### config.mk
export PLATFORM = sky130hd
export DESIGN_NAME = contador_de_programa
export DESIGN_NICKNAME = d
export VERILOG_FILES = /design/src/rtl/iZero_pkg.sv /design/src/rtl/proximo_pc.sv /design/src/rtl/contador_de_programa.sv
export SDC_FILE = /design/constraint.sdc
export NUM_CORES = 1
export LEC_CHECK = 0
export BUFFER_PORTS_ARGS = -buffer_cell sky130_fd_sc_hd__buf_2
export CAP_MARGIN = 0
export CORE_MARGIN = 2
export CORE_UTILIZATION = 30
export CTS_BUF_LIST = sky130_fd_sc_hd__clkbuf_8
export DETAILED_ROUTE_END_ITERATION = 6
export GPL_TIMING_DRIVEN = 0
export SETUP_SLACK_MARGIN = 0.05
export SLEW_MARGIN = 10
export SYNTH_ARGS = -nofsm -noshare
export SYNTH_HDL_FRONTEND = slang
export SYNTH_SLANG_ARGS = --single-unit
### constraint.sdc
create_clock -name clock -period 8.11 [get_ports clock]
set_clock_uncertainty 0.05 [all_clocks]
set_input_delay 0.811 -clock clock [delete_from_list [all_inputs] [get_ports clock]]
set_output_delay 0.811 -clock clock [all_outputs]
set_load 0.05 [all_outputs]
### src/rtl/iZero_pkg.sv
// Shared definitions for the iZero core: opcode/funct encodings,
// the fetch sequencer state encoding and small decode helpers.
package iZero_pkg;

  // Primary opcodes, instrucao[31:26]
  localparam logic [5:0] OP_R    = 6'b000000;
  localparam logic [5:0] OP_IN   = 6'b010011;
  localparam logic [5:0] OP_JF   = 6'b010101;
  localparam logic [5:0] OP_J    = 6'b010110;
  localparam logic [5:0] OP_JAL  = 6'b010111;
  localparam logic [5:0] OP_HALT = 6'b011000;

  // R-type function code, instrucao[5:0]
  localparam logic [5:0] FN_JR   = 6'b010010;

  // Fetch sequencer states
  typedef enum logic [1:0] {
    RUN     = 2'd0,
    WAIT_IN = 2'd1,
    HALTED  = 2'd2,
    FAULT   = 2'd3
  } estado_t;

  // Extract the primary opcode field
  function automatic logic [5:0] get_opcode(input logic [31:0] instr);
    return instr[31:26];
  endfunction

  // Extract the R-type function field
  function automatic logic [5:0] get_funct(input logic [31:0] instr);
    return instr[5:0];
  endfunction

endpackage

### src/rtl/proximo_pc.sv
// Purely combinational next-PC selection: sequential, j/jal, jr and jf.
// Halt/in handling lives in the sequencer; this block only answers
// "where would control go if this instruction retired now".
module proximo_pc
  import iZero_pkg::*;
#(
  parameter int PC_WIDTH = 26
) (
  input  logic [PC_WIDTH-1:0] pc,
  input  logic [31:0]         instrucao,
  input  logic [31:0]         dado_rs,
  output logic [PC_WIDTH-1:0] next_pc
);

  logic [5:0]          opcode;
  logic [5:0]          funct;
  logic [PC_WIDTH-1:0] pc_plus_one;

  assign opcode      = get_opcode(instrucao);
  assign funct       = get_funct(instrucao);
  // Sequential successor wraps naturally at 2^PC_WIDTH
  assign pc_plus_one = pc + PC_WIDTH'(1);

  // Next-PC mux keyed on opcode; jf falls through when rs is non-zero
  always_comb begin
    next_pc = pc_plus_one;
    unique case (opcode)
      OP_J, OP_JAL: next_pc = PC_WIDTH'(instrucao[25:0]);
      OP_JF: begin
        if (dado_rs == 32'd0) begin
          next_pc = PC_WIDTH'(instrucao[15:0]);
        end else begin
          next_pc = pc_plus_one;
        end
      end
      OP_R: begin
        if (funct == FN_JR) begin
          next_pc = dado_rs[PC_WIDTH-1:0];
        end else begin
          next_pc = pc_plus_one;
        end
      end
      default: next_pc = pc_plus_one;
    endcase
  end

endmodule

### src/rtl/contador_de_programa.sv
// Program counter / fetch sequencer for the single-cycle iZero core.
// Holds pc, stalls on "in" until the user supplies a value, and freezes
// on halt or on a fetch address outside the ROM.
//
// Handshake: entrada_valida is a single-cycle pulse with no ready side.
// It is consumed only while the sequencer is in WAIT_IN (commit rises in
// that same cycle); in any other state the pulse is dropped, never stored.
module contador_de_programa
  import iZero_pkg::*;
#(
  parameter int PC_WIDTH = 26,
  parameter int RESET_PC = 0,
  parameter int MEM_SIZE = 150
) (
  input  logic                clock,
  input  logic                reset,
  input  logic [31:0]         instrucao,
  input  logic [31:0]         dado_rs,
  input  logic                entrada_valida,
  output logic [PC_WIDTH-1:0] pc,
  output logic [PC_WIDTH-1:0] pc_link,
  output logic                commit,
  output logic                aguardando_entrada,
  output logic                parado,
  output logic                erro_endereco
);

  localparam logic [PC_WIDTH-1:0] PC_RESET  = PC_WIDTH'(RESET_PC);
  localparam logic [PC_WIDTH-1:0] MEM_LIMIT = PC_WIDTH'(MEM_SIZE);

  estado_t             estado_q, estado_d;
  logic [PC_WIDTH-1:0] pc_q, pc_d;
  logic                aguardando_q, aguardando_d;
  logic                parado_q, parado_d;
  logic                erro_q, erro_d;
  logic                commit_raw;
  logic [PC_WIDTH-1:0] next_pc;
  logic [5:0]          opcode;

  assign opcode = get_opcode(instrucao);

  proximo_pc #(
    .PC_WIDTH (PC_WIDTH)
  ) u_proximo_pc (
    .pc        (pc_q),
    .instrucao (instrucao),
    .dado_rs   (dado_rs),
    .next_pc   (next_pc)
  );

  // Next state, next pc and retire decision for the current cycle
  always_comb begin
    estado_d   = estado_q;
    pc_d       = pc_q;
    commit_raw = 1'b0;
    unique case (estado_q)
      RUN: begin
        if (opcode == OP_HALT) begin
          commit_raw = 1'b1;
          estado_d   = HALTED;
        end else if (opcode == OP_IN) begin
          estado_d   = WAIT_IN;
        end else begin
          commit_raw = 1'b1;
          pc_d       = next_pc;
          // The offending address is still loaded so it can be inspected
          if (next_pc >= MEM_LIMIT) begin
            estado_d = FAULT;
          end
        end
      end
      WAIT_IN: begin
        if (entrada_valida) begin
          commit_raw = 1'b1;
          pc_d       = pc_q + PC_WIDTH'(1);
          estado_d   = RUN;
        end
      end
      HALTED:  estado_d = HALTED;
      FAULT:   estado_d = FAULT;
      default: estado_d = RUN;
    endcase
  end

  // Status flags decoded from the state being entered, so they are registered
  always_comb begin
    aguardando_d = (estado_d == WAIT_IN);
    parado_d     = (estado_d == HALTED) || (estado_d == FAULT);
    erro_d       = (estado_d == FAULT);
  end

  // Sequencer registers; reset overrides every state including a pending stall
  always_ff @(posedge clock) begin
    if (reset) begin
      estado_q     <= RUN;
      pc_q         <= PC_RESET;
      aguardando_q <= 1'b0;
      parado_q     <= 1'b0;
      erro_q       <= 1'b0;
    end else begin
      estado_q     <= estado_d;
      pc_q         <= pc_d;
      aguardando_q <= aguardando_d;
      parado_q     <= parado_d;
      erro_q       <= erro_d;
    end
  end

  // Output drive; commit is suppressed while reset is asserted so no write
  // can slip into the register file during a reset cycle
  always_comb begin
    pc                 = pc_q;
    pc_link            = pc_q + PC_WIDTH'(1);
    commit             = commit_raw & ~reset;
    aguardando_entrada = aguardando_q;
    parado             = parado_q;
    erro_endereco      = erro_q;
  end

endmodule

Yosys cells after proc, flatten, opt, wreduce, memory -nomap -nowiden
Cells that the tools add are included.
{"block": "classes", "add_sub_neg": 1, "mul": 0, "div": 0, "magnitude_cmp": 1, "eq_ne": 15, "n_shift": 0, "mux": 16, "n_bitwise": 2, "reduce_logical": 7}
{"op": "$mux 26", "n": 5}
{"op": "$pmux 26 s3", "n": 1}
{"op": "$pmux 26 s2", "n": 1}
{"op": "$eq 6x5->1 const B", "n": 6}
{"op": "$logic_not 32->1", "n": 1}
{"op": "$add 26x1->26 const B", "n": 1}
{"op": "$ge 26x8->1 const B", "n": 1}
{"op": "$eq 2x2->1 const B", "n": 4}
{"op": "$mux 2", "n": 4}
{"op": "$pmux 2 s4", "n": 1}
{"op": "$logic_not 6->1", "n": 1}
{"op": "$ne 2x2->1 const B", "n": 3}
{"op": "$eq 2x1->1 const B", "n": 2}
{"op": "$reduce_and 4->1", "n": 1}
{"op": "$mux 1", "n": 3}
{"op": "$logic_not 2->1", "n": 1}
{"op": "$pmux 1 s2", "n": 1}
{"op": "$reduce_bool 2->1", "n": 1}
{"op": "$reduce_or 2->1", "n": 1}
{"op": "$and 1x1->1", "n": 1}
{"op": "$logic_or 1x1->1", "n": 1}
{"op": "$not 1->1", "n": 1}
{"block": "totals", "register_bits": 31, "latch_bits": 0, "ramBits": 0, "rom_bits": 0, "output_inout_bits": 56, "elab_cells": 47, "n_memories": 0}

Logic depth before layout (Yosys ltp)
{"block": "depth", "ltp_word": 10, "mapped_depth": 10, "mapped_depth_nobuf": 9}

Hierarchy
From an unflattened synthesis, not the netlist that was laid out.
{"block": "hier_totals", "hier_cells": 436, "hier_area_um2": 3360.7}
{"module": "contador_de_programa", "instances": 1, "cells_each": 283, "area_each_um2": 2252.2, "seq_area_each_um2": 620.6}
{"module": "proximo_pc", "instances": 1, "cells_each": 153, "area_each_um2": 1108.6, "seq_area_each_um2": 0.0}

Least setup slack after synthesis
Ideal clock, no wire load.
{"block": "synth_timing", "path_type": "register to output", "startpoint": "reg pc_q[0] (netlist: pc[0])", "endpoint": "out pc_link[24]", "t_arrival_ps": 2849, "required_ps": 7249, "slack_ps": 4400, "path_stages_with_launch": 7, "n_path_buf": 0, "cell_sequence": "dfxtp_1 > ha_1 > nand3_1 > nor4_2 > nand2_1 > nor2_1 > xor2_1"}
{"block": "synth_between", "elab_chain_cells": 1}
{"element": "start, declared", "line_no": "contador_de_programa.sv:32", "source": "logic [PC_WIDTH-1:0] pc_q, pc_d;"}
{"element": "start signal, assigned", "line_no": "contador_de_programa.sv:102", "source": "pc_q <= pc_d;"}
{"element": "$add 26x1->26", "line_no": "contador_de_programa.sv:113", "source": "pc_link = pc_q + PC_WIDTH'(1);"}
{"element": "end, declared", "line_no": "contador_de_programa.sv:21", "source": "output logic [PC_WIDTH-1:0] pc_link,"}
No other way between the ends.

Worst setup path in the final report
Ends and elaborated chain as after synthesis.

==> run_results.csv <==
group,metric,value,unit
pwr,pwr_density_cell,317,mW/mm2
floorplan,initial_core_util,0.305,
pwr,p_switching,0.000717,W
final_layout,antenna_cells,0,
critical_path,critPathBufInv,1,
pwr,power.leakage,1.59,nW
status,status,"finished, final reports clean",
sta,maxSlewHeadroom,0.392,
run,drv_cap,0,
sta,fin_crit,3.99,ns
floorplan,dieArea,0.0105,mm2
floorplan,die_w,103,um
critical_path,crit_chain,"ha_1 > nand3_1 > nor4_2 > nand2_1 > nor2_1 > xor2_1 > buf_2",
placement,hpwl,9.51,mm
synth,syn_nets,461,
sta,tightest_slew,0.904,ns
synth,syn_area_per_cell,7.43,um2
cts,clkTransAtPathRegs,0.08,ns
final_layout,nets,590,
floorplan,rows,36,
critical_path,worstSetupStartpointType,"flop",
sta,rsz0062_at_grt,"no",
final_layout,layout-drive-gt1-share,0.302,
pwr,internal-power,0.000484,W
critical_path,end_kind,"output port",
synth,async_reset_ff_frac,0,
route,drtIter0Drc,243,
synth,netlist_area,0.00292,mm2
route,wl_per_cell,18.5,um
floorplan,ios,123,
cts,cts.sinks,30,
cts,cts_tree,"built",
sta,slew_viol_final,0,
sta,holdWs,0.528,ns
cts,cts_hold_buf,0,
pwr,power.share.clock,0.108,
synth,synth_flop_cell,"dfxtp_1",
critical_path,cpMaxStageDelayCell,"nor4_2",
grt,grt_usage,0.227,
placement,portBuffers,122,
route,via_per_inst,5.78,
synth,ys_types,64,
route,firstDrtPassIters,5,
synth,syn_inst,393,
sta,fin_tns_setup,0,ns
floorplan,core,0.00959,mm2
cts,clk_path_buf_depth,2,
sta,max_freq,250,MHz
route,via_count,3790,
route,drtAntennaViolNets,0,
synth,synth-seq-area-share,0.206,
critical_path,slowest_delay,0.78,ns
final_layout,multi_input_area,0.00213,mm2
sta,fin_crit_sh,0.492,
cts,ctsResizeCount,0,
critical_path,worst_ep_required_time,7.25,ns
pwr,vdd_drop_max,0.000155,V
cts,cts_made_buffers,5,
route,post-route-drc-count,0,
pwr,switching_share,0.597,
final_layout,area_delta_synth_final,29.7,%
grt,grt-ovfl-total,0,
synth,ys_ff_latch,30,
critical_path,worstPathMaxFanout,8,
route,routed_wl,12.2,mm
pwr,p_comb_frac,0.689,
pwr,power_frac_seq,0.203,
grt,grt_pass1_vias,3477,
critical_path,path_delay_family,"simple AND/OR/NAND/NOR gates",
critical_path,cp.arrival,3.13,ns
sta,finalSetupViolCount,0,
grt,grt_pass1_wl,18.4,mm
cts,post-cts-setup-buffers,0,
cts,clkLatencyLatePin,0.30,ns
final_layout,fill_cells,1058,
grt,antenna_found_initial,0,
placement,routabilityCongestion,0.922,
worst_hold_path,hp-class,"flop to flop",
synth,synth_edf_count,0,
final_layout,utilization,0.395,
cts,cts_root_buf,"clkbuf_8",
floorplan,fp.dieH,103,um
cts,htree_num_levels,2,
sta,hold_viol,0,
grt,grt_max_degree,11,
synth,yosysWarnings,0,
critical_path,critPathKind,"flop to output port",
final_layout,register_area,601,um2
[stage by stage]
stage | instances | setup WS, ns | total power (W) | area, um2
3_3_place_gp | 648 | 4.43 | 0.00106 | 3700
2_1_floorplan | 393 | 4.40 | 0.000844 | 2920
6_report | 656 | 4.12 | 0.00120 | 3790
4_1_cts | 656 | 4.16 | 0.00119 | 3790
3_5_place_dp | 648 | 4.43 | 0.00106 | 3700
5_1_grt | 656 | 3.94 | 0.00126 | 3790
[cell usage after synthesis (2+ instances only)]
cell | count | share of area
o31a_1 | 2 | 0.0060
nand2b_1 | 3 | 0.0064
dfxtp_1 | 30 | 0.21
o211a_1 | 2 | 0.0069
nor4_2 | 2 | 0.0086
or3_1 | 2 | 0.0043
clkbuf_1 | 22 | 0.028
a21o_1 | 5 | 0.013
and3_1 | 7 | 0.015
or4_1 | 6 | 0.015
buf_2 | 9 | 0.015
mux2i_1 | 3 | 0.010
xnor2_1 | 22 | 0.066
nand2_1 | 25 | 0.032
o32ai_1 | 8 | 0.024
nor2_1 | 36 | 0.046
o21ai_1 | 5 | 0.0086
o2bb2ai_1 | 2 | 0.0060
nor4_1 | 12 | 0.026
inv_1 | 11 | 0.014
or2_2 | 7 | 0.015
o21ai_0 | 14 | 0.024
xor2_1 | 8 | 0.024
o21a_1 | 4 | 0.010
o211ai_1 | 3 | 0.0077
and4_1 | 2 | 0.0060
o221ai_1 | 6 | 0.018
nand3_1 | 14 | 0.024
nor3_1 | 19 | 0.033
o22ai_1 | 2 | 0.0043
a22o_1 | 12 | 0.036
a21oi_1 | 12 | 0.021
buf_1 | 2 | 0.0026
nand4_1 | 9 | 0.019
and2_1 | 3 | 0.0064
a22oi_1 | 22 | 0.057
a211oi_1 | 4 | 0.010
a221oi_1 | 10 | 0.030
[cells in the final DEF (no fill, tap or decap), types with 14 or more instances in the layout]
cell	synthesis	routed
buf_2	9	131
nor2_1	36	36
dfxtp_1	30	30
nand2_1	25	25
clkbuf_1	22	22
xnor2_1	22	22
a22oi_1	22	22
nor3_1	19	19
nand3_1	14	14
o21ai_0	14	14
[worst reg2reg max path, cell delays in order, from the launching register on]
cell	delay, ns
dfxtp_1	0.52
ha_1	0.31
nand3_1	0.25
nor4_2	0.78
mux2i_1	0.27
a31oi_1	0.12
nor4_1	0.41
o221ai_1	0.20
a21o_1	0.23
o211a_1	0.23
[power groups by stage]
stage	Combinational, W	Sequential [W]	Clock (W)
2_1_floorplan	0.000468	0.000376	0
3_3_place_gp	0.000812	0.000245	0
3_5_place_dp	0.000816	0.000246	0
4_1_cts	0.000819	0.000243	0.000132
5_1_grt	0.000872	0.000252	0.000137
6_report	0.000827	0.000244	0.000130
[layer usage]
layer | vias to the layer above | wire, um | track usage
li1 | 1773 | - | -
met1 | 1807 | 5160 | 0.303
met2 | 185 | 5800 | 0.378
met3 | 25 | 920 | 0.0325
met4 | 0 | 277 | 0.0728
met5 | - | 0 | 0
[final timing paths]
path               start  slack, ns  cells after the start            end
hold reg to reg   pc[25]       0.53                      2         pc[25]
setup / recovery   pc[0]       4.12                      7    pc_link[24]
hold / removal    pc[25]       0.53                      2         pc[25]
setup reg to reg   pc[0]       4.65                      9  erro_endereco
[state kept, by name, summed over array words and instances, names as in the netlist]
signal,count
pc,26
erro_endereco,1
estado_q,2
aguardando_entrada,1
[kinds of logic after synthesis]
kind of cell / Yosys count / synth area share
AO/OA/AOI/OAI: 122 / 0.315
XOR/XNOR: 30 / 0.0899
adder cells (fa/ha/maj): 1 / 0.00428
buffers and inverters: 45 / 0.0642
flip-flops: 30 / 0.206
multiplexers: 3 / 0.0103
AND/OR/NAND/NOR: 162 / 0.311
[layout make-up]
| cell class | instances | share of cell area |
|---|---|---|
| clock inverters | 2 | 0.00231 |
| multi-input cells | 318 | 0.563 |
| clock buffers | 6 | 0.0218 |
| plain buffers | 34 | 0.0386 |
| repair buffers | 122 | 0.161 |
| well taps | 133 | 0.0439 |
| flip-flops and latches | 30 | 0.158 |
| inverters | 11 | 0.0109 |
(Power assumes the default switching activity.)
